$ cat src/rtl/nbody_pair_scheduler.sv
// Pair scheduler for one leapfrog velocity pass: issues every (i, j) body pair
// row-major, one per cycle, and tracks each result through a fixed-latency tag line.
module nbody_pair_scheduler #(
    parameter int BODIES   = 512,
    parameter int IDX_W    = $clog2(BODIES),
    parameter int PIPE_LAT = 122
) (
    input  logic             clk,
    input  logic             rst,
    input  logic             start,
    input  logic [IDX_W:0]   num_bodies,
    input  logic             stall,
    input  logic             abort,
    output logic             busy,
    output logic             issue_valid,
    output logic [IDX_W-1:0] issue_i,
    output logic [IDX_W-1:0] issue_j,
    output logic             issue_self,
    output logic             res_valid,
    output logic [IDX_W-1:0] res_i,
    output logic [IDX_W-1:0] res_j,
    output logic             res_self,
    output logic             row_done,
    output logic             done,
    output logic [1:0]       state_dbg
);

    // Handshake: issue_* is a one-cycle presentation with no back-pressure; the
    // datapath must accept whenever issue_valid=1. stall only gates presentation.

    localparam int CNT_W = ($clog2(PIPE_LAT + 1) > IDX_W + 1) ? $clog2(PIPE_LAT + 1) : IDX_W + 1;
    localparam logic [IDX_W:0] MAX_N = (IDX_W + 1)'(BODIES);

    typedef enum logic [1:0] {IDLE, ISSUE, DRAIN, DONE} state_t;

    typedef struct packed {
        logic             valid;
        logic [IDX_W-1:0] i;
        logic [IDX_W-1:0] j;
        logic             is_self;
        logic             last;
    } tag_t;

    state_t           state;
    tag_t             pipe [PIPE_LAT];
    logic [IDX_W-1:0] ptr_i, ptr_j, last_idx;
    logic [CNT_W-1:0] in_flight, cnt_next;

    logic [IDX_W:0]   n_clamp;
    logic [IDX_W-1:0] n_last_new, cur_last, cur_i, cur_j, nxt_i, nxt_j;
    logic             final_pair, fire, accept_start;

    always_comb begin
        n_clamp      = (num_bodies > MAX_N) ? MAX_N : num_bodies;
        n_last_new   = IDX_W'(n_clamp - (IDX_W + 1)'(1));
        accept_start = (state == IDLE) && start && !abort;
        // In IDLE the first pair (0,0) is presented on the very edge that accepts start.
        cur_last     = (state == IDLE) ? n_last_new : last_idx;
        cur_i        = (state == IDLE) ? '0 : ptr_i;
        cur_j        = (state == IDLE) ? '0 : ptr_j;
        final_pair   = (cur_i == cur_last) && (cur_j == cur_last);
        nxt_j        = (cur_j == cur_last) ? '0 : cur_j + 1'b1;
        nxt_i        = (cur_j == cur_last) ? cur_i + 1'b1 : cur_i;
        fire         = !abort && ((accept_start && n_clamp != '0) ||
                                  (state == ISSUE && !stall));
        cnt_next     = in_flight + CNT_W'(issue_valid) - CNT_W'(res_valid);
    end

    always_ff @(posedge clk or posedge rst) begin
        if (rst) begin
            state       <= IDLE;
            busy        <= 1'b0;
            done        <= 1'b0;
            issue_valid <= 1'b0;
            issue_i     <= '0;
            issue_j     <= '0;
            issue_self  <= 1'b0;
            ptr_i       <= '0;
            ptr_j       <= '0;
            last_idx    <= '0;
            in_flight   <= '0;
            for (int k = 0; k < PIPE_LAT; k++) pipe[k] <= '0;
        end else if (abort && state != IDLE) begin
            state       <= IDLE;
            busy        <= 1'b0;
            done        <= 1'b0;
            issue_valid <= 1'b0;
            issue_i     <= '0;
            issue_j     <= '0;
            issue_self  <= 1'b0;
            ptr_i       <= '0;
            ptr_j       <= '0;
            in_flight   <= '0;
            for (int k = 0; k < PIPE_LAT; k++) pipe[k] <= '0;
        end else begin
            pipe[0] <= '{valid:   issue_valid,
                         i:       issue_i,
                         j:       issue_j,
                         is_self: issue_self,
                         last:    issue_valid && (issue_j == last_idx)};
            for (int k = 1; k < PIPE_LAT; k++) pipe[k] <= pipe[k-1];
            in_flight   <= cnt_next;
            issue_valid <= fire;
            issue_i     <= fire ? cur_i : '0;
            issue_j     <= fire ? cur_j : '0;
            issue_self  <= fire && (cur_i == cur_j);
            done        <= 1'b0;

            case (state)
                IDLE: begin
                    if (accept_start) begin
                        last_idx <= n_last_new;
                        if (n_clamp == '0) begin
                            // Empty pass: go straight to the drain check without raising busy.
                            state <= DRAIN;
                        end else begin
                            busy  <= 1'b1;
                            state <= final_pair ? DRAIN : ISSUE;
                            ptr_i <= nxt_i;
                            ptr_j <= nxt_j;
                        end
                    end
                end
                ISSUE: begin
                    if (!stall) begin
                        if (final_pair) begin
                            state <= DRAIN;
                        end else begin
                            ptr_i <= nxt_i;
                            ptr_j <= nxt_j;
                        end
                    end
                end
                DRAIN: begin
                    if (cnt_next == '0) begin
                        state <= DONE;
                        done  <= 1'b1;
                        busy  <= 1'b0;
                    end
                end
                DONE: state <= IDLE;
                default: state <= IDLE;
            endcase
        end
    end

    assign res_valid = pipe[PIPE_LAT-1].valid;
    assign res_i     = pipe[PIPE_LAT-1].i;
    assign res_j     = pipe[PIPE_LAT-1].j;
    assign res_self  = pipe[PIPE_LAT-1].is_self;
    assign row_done  = pipe[PIPE_LAT-1].last;
    assign state_dbg = state;

endmodule

$ cat config.mk
export PLATFORM = sky130hd
export DESIGN_NAME = nbody_pair_scheduler
export DESIGN_NICKNAME = d
export VERILOG_FILES = /design/src/rtl/nbody_pair_scheduler.sv
export SDC_FILE = /design/constraint.sdc
export NUM_CORES = 2
export LEC_CHECK = 0
export CAP_MARGIN = 15
export CORE_MARGIN = 8
export CORE_UTILIZATION = 40
export DETAILED_ROUTE_END_ITERATION = 10
export PLACE_DENSITY = 0.68
export SYNTH_ARGS = -nofsm -noshare
export SYNTH_HDL_FRONTEND = slang
export SYNTH_SLANG_ARGS = --single-unit
$ cat constraint.sdc
create_clock -name clk -period 95.5 [get_ports clk]
set_input_delay 19.1 -clock clk [delete_from_list [all_inputs] [get_ports clk]]
set_output_delay 19.1 -clock clk [all_outputs]
set_load 0.05 [all_outputs]
### Yosys cells after proc, flatten, opt, wreduce, memory -nomap -nowiden

Index checks and enable logic that the tools add are counted.

* output and inout port bits: 45
* word-level logic and storage cells: 706
* register bits after elaboration: 2623
* input bits: 15

* mux-type cells: 42
* bitwise gates (word level): 1
* magnitude comparators: 1
* equality and inequality tests: 13
* add/subtract/negate cells: 5
* reduce and logical (&&, ||, !) cells: 23

Operators by type and width (count)
* $mux W2562: 1
* $mux W9: 19
* $eq A9 B9 Y1: 4
* $pmux W9 S2: 2
* $logic_not A10 Y1: 2
* $mux W10: 2
* $add A9 B1 Y9 const B: 2
* $mux W2: 7
* $ne A3 B2 Y1 const B: 4
* $add A10 B1 Y10: 1
* $gt A10 B10 Y1 const B: 1
* $reduce_bool A10 Y1: 1
* $sub A10 B1 Y10: 1
* $logic_and A1 B1 Y1: 9
* $mux W1: 9
* $sub A9 B1 Y9 const B: 1
* $pmux W2 S4: 1
* $reduce_and A4 Y1: 2
* $ne A3 B3 Y1 const B: 2
* $reduce_bool A3 Y1: 2
* $reduce_and A5 Y1: 1
* $eq A2 B2 Y1 const B: 2
* $reduce_and A3 Y1: 1
* $eq A2 B1 Y1 const B: 1
* 6 further kinds: 7

### Longest topological paths before layout

* depth after elaboration: 11
* gate-level depth with buffers: 14
* depth with buffers taken out: 12

### Least setup slack after synthesis

Ideal clock, no wire load.

* path type: in2reg
* start point: input num_bodies[2]
* end point: register ptr_i[0]
* data required time: 95.374 ns
* buffers on the path: 2
* path slack: 74.303 ns
* setup time: 0.126 ns
* data arrival time: 21.071 ns
* stages: 9
* cell sequence: buf_6 or4_4 or3_4 nand4_2 a221oi_4 a41oi_1 buf_2 mux2i_1 nand3_1

* cells in the longest elaborated chain, start to end: 10
* elaborated cells between the ends (all ways): 18
* classes of those cells: add/sub (1); order compare (1); eq/ne (4); mux (9); reduce/logical (3)

Ends and longest elaborated chain
* start: declaration: line 11 `input logic [IDX_W:0] num_bodies,`
* $gt A10 B10 Y1: line 54 `n_clamp = (num_bodies > MAX_N) ? MAX_N : num_bodies;`
* $mux W10 *: line 54
* $sub A9 B1 Y9: line 55 `n_last_new = IDX_W'(n_clamp - (IDX_W + 1)'(1));`
* $mux W9: line 58 `cur_last = (state == IDLE) ? n_last_new : last_idx;`
* $eq A9 B9 Y1: line 61, 63
* $mux W9: line 63 `nxt_i = (cur_j == cur_last) ? cur_i + 1'b1 : cur_i;`
* $mux W9 (on tied branches): line 126, 113
* $mux W9 (on tied branches): line 125, 111
* $pmux W9 S2: line 109 `case (state)`
* $mux W9: line 83 `end else if (abort && state != IDLE) begin`
* end signal: assignment: line 119 `ptr_i <= nxt_i;`
* end signal: assignment: line 129 `ptr_i <= nxt_i;`
* end: declaration: line 46 `logic [IDX_W-1:0] ptr_i, ptr_j, last_idx;`

Every way passes the cells marked *; elsewhere a longest branch is shown, timed or not. The select of a mux whose other input is x is not followed.
A chain may end at the register's enable or synchronous reset.

==> metrics.yaml <==
critical_path:
  cpMostUsedCell: "buf_4"
  crit_fanout: 116
  max_stage_delay_ns: 0.89
  cp_num_buf_inv: 7
  cp-start-kind: "input port"
  crit_chain: "clkdlybuf4s50_1, inv_8, buf_4, buf_4, buf_4, buf_4, buf_4"
  reg2reg_slack_ns: 90.04
  critical_path_arrival_ns: 24.53
  crit_type: "input port to asynchronous set/reset pin"
  slowest_stage: "buf_4"
  required_ns: 96.29
  cpLargestDelayFamily: "buffers and inverters"
  end_kind: "asynchronous set/reset pin"
floorplan:
  die_w_um: 478
  pin_count: 60
  dieArea_mm2: 0.229
  placementRows: 169
  core_mm2: 0.212
  fp.dieH_um: 478
  start_util: 0.402
timing:
  fin_crit_sh: 0.249
  skew_ns: 0.0567
  hold_viol: 0
  drv_slew: 0
  finalSetupViolCount: 0
  hold_slack_ns: 0.401
  tightest_slew_ns: 1.14
  rsz0062_at_grt: "no"
  slew_headroom: 0.233
  setup_tns_ns: 0
  clock.fmax_mhz: 42.1
  period_minus_slack_ns: 23.74
synthesis:
  synth_area_leaders: "dfrtp_1 77%, and2_1 19%, clkbuf_1 1.3%, ha_1 0.26%, xnor2_1 0.23%"
  syn-cell-area_mm2: 0.0854
  syn_nets: 5928
  yosysSeqAreaShare: 0.768
  synth_top_area_frac: 0.768
  avgSynthCellArea_um2: 14.5
  ys_top_cells_by_count: "2623 x dfrtp_1, 2575 x and2_1, 301 x clkbuf_1"
  synth_cell_types: 70
  synth_edf_count: 0
  synth_seq_cells: 2623
  synthFlopType: "dfrtp_1"
  synth_area_leader_cell: "dfrtp_1"
  synth_warnings: 0
  async_flop_share: 1.00
  yosysMostFrequentCell: "dfrtp_1"
  syn_inst: 5894
global_route:
  grt_use_total: 0.0979
  grt_overflow: 0
  grt_pass1_wl_um: 197000
  grt_antenna_before_repair: 0
  grt_max_degree: 325
  grt_pass1_vias: 39600
placement:
  port-buffer-count: 59
  place.gp.congestion: 0.784
  dp.cells: 8494
  dp_hpwl_um: 51100
  dpl-instance-area_mm2: 0.0887
routing:
  wire_per_inst_um: 12.2
  drt-initial-drc-count: 2862
  vias: 38400
  drc: 0
  detail-route-antenna-nets: 0
  first_pass_iters: 7
  detail_route.vias_per_cell: 4.29
  routed_wl_um: 109000
clock_network:
  hold_buffers: 0
  cts_buffers: 240
  cts.reportedPaths.clkPinSlew_ns: 0.06
  cts_setup_buffers: 0
  htreeDepth: 4
  clockRootBuffer: "clkbuf_16"
  clk_latency_ns: 0.83
  max-clock-path-buffers: 3
  cts.sinks: 2623
  cts-resized-gates: 0
  cts_tree: "done"
outcome:
  status: "finished, final reports clean"
power:
  leakagePower_nw: 50.0
  p_total_mw: 2.25
  power_density_mw_per_mm2: 23.2
  vdd_ir_drop_max_mv: 0.0182
layout:
  final.fill_count: 18500
  fin_area_mm2: 0.0969
  area.growth.synth_to_final_pct: 13.5
  diodes: 0
  drive_gt1_frac: 0.0725
  final_cells: 8947
  fin_nets: 5953
run:
  drv_cap: 0
hold_path:
  holdCritPathClass: "flip-flop to flip-flop"
==> logic make-up after synthesis <==
| logic type | after synthesis | synth area share |
|---|---|---|
| simple gates | 2748 | 0.199 |
| flops | 2623 | 0.768 |
| compound gates | 96 | 0.00795 |
| xor+xnor | 35 | 0.00359 |
| buf+inv | 365 | 0.0170 |
| fa+ha+maj | 19 | 0.00287 |
| mux | 8 | 0.000967 |
==> power breakdown <==
| group | leakage (nW) | internal, mW | switching, mW | total [mW] |
|---|---|---|---|---|
| Combinational | 9.40 | 0.0353 | 0.132 | 0.167 |
| Sequential | 36.6 | 1.12 | 0.00732 | 1.13 |
| Clock | 3.98 | 0.558 | 0.398 | 0.956 |
| Total | 50.0 | 1.71 | 0.538 | 2.25 |
==> path summary, 6_finish.rpt <==
| path | from | to | cells after the start |
|---|---|---|---|
| worst max-delay path | rst | pipe[2427] | 7 |
| worst min-delay path | pipe[2265] | pipe[2244] | 1 |
| worst max register to register | state_dbg[0] | pipe[609] | 10 |
| worst min register to register | pipe[2265] | pipe[2244] | 1 |
| max in group clk | abort | pipe[609] | 8 |
| min in group asynchronous | rst | pipe[44] | 2 |
==> through the flow <==
| step | utilization | setup slack (ns) |
|---|---|---|
| final | 0.457 | 71.76 |
| after global routing | 0.457 | 70.82 |
| after CTS | 0.456 | 71.52 |
| after detailed placement | 0.418 | 70.62 |
| after global placement | 0.418 | 70.81 |
| after floorplan | - | 2.25 |
==> sequential cells by signal, indices dropped and copies added, names as in the netlist, 2 cells and up <==
register and count:
last_idx 9, res_j 9, state_dbg 2, res_i 9
issue_j 9, ptr_i 9, ptr_j 9, pipe 2541
in_flight 10, issue_i 9
==> layer usage <==
layer  track usage  share of wire
met1         0.150           0.51
met2         0.138           0.42
met3        0.0223          0.042
met4        0.0315          0.024
met5             0              0
==> cell type report <==
class,instances,area (µm²),area share
repair buffers,109,1130,0.0116
multi-input cells,2906,18400,0.189
clock buffers,372,7170,0.0739
flip-flops and latches,2623,65600,0.677
inverters,39,154,0.00159
clock inverters,77,986,0.0102
well taps,2821,3530,0.0364
==> layout by cell type, fill, tap and decap left out, drive strengths merged, types with 3 or more instances in the layout <==
| master | instances |
|---|---|
| bufinv | 15 |
| nand4 | 7 |
| xor2 | 13 |
| clkbuf | 372 |
| a21o | 3 |
| a222oi | 3 |
| and2 | 2575 |
| clkinv | 43 |
| clkdlybuf4s50 | 59 |
| or4 | 6 |
| a211oi | 3 |
| a22oi | 3 |
| clkinvlp | 10 |
| a41oi | 3 |
| nor2b | 11 |
| nand2b | 8 |
| ha | 18 |
| mux2i | 6 |
| nor4 | 7 |
| buf | 50 |
| o21ai | 24 |
| nand3b | 4 |
| nand3 | 28 |
| nor3 | 11 |
| a21oi | 16 |
| a32oi | 3 |
| nand4b | 3 |
| xnor2 | 22 |
| dfrtp | 2623 |
| nand2 | 40 |
| o211ai | 4 |
| a31oi | 6 |
| nor2 | 32 |
| o22ai | 5 |
| and3 | 6 |
| inv | 48 |
(Power assumes the default switching activity.)
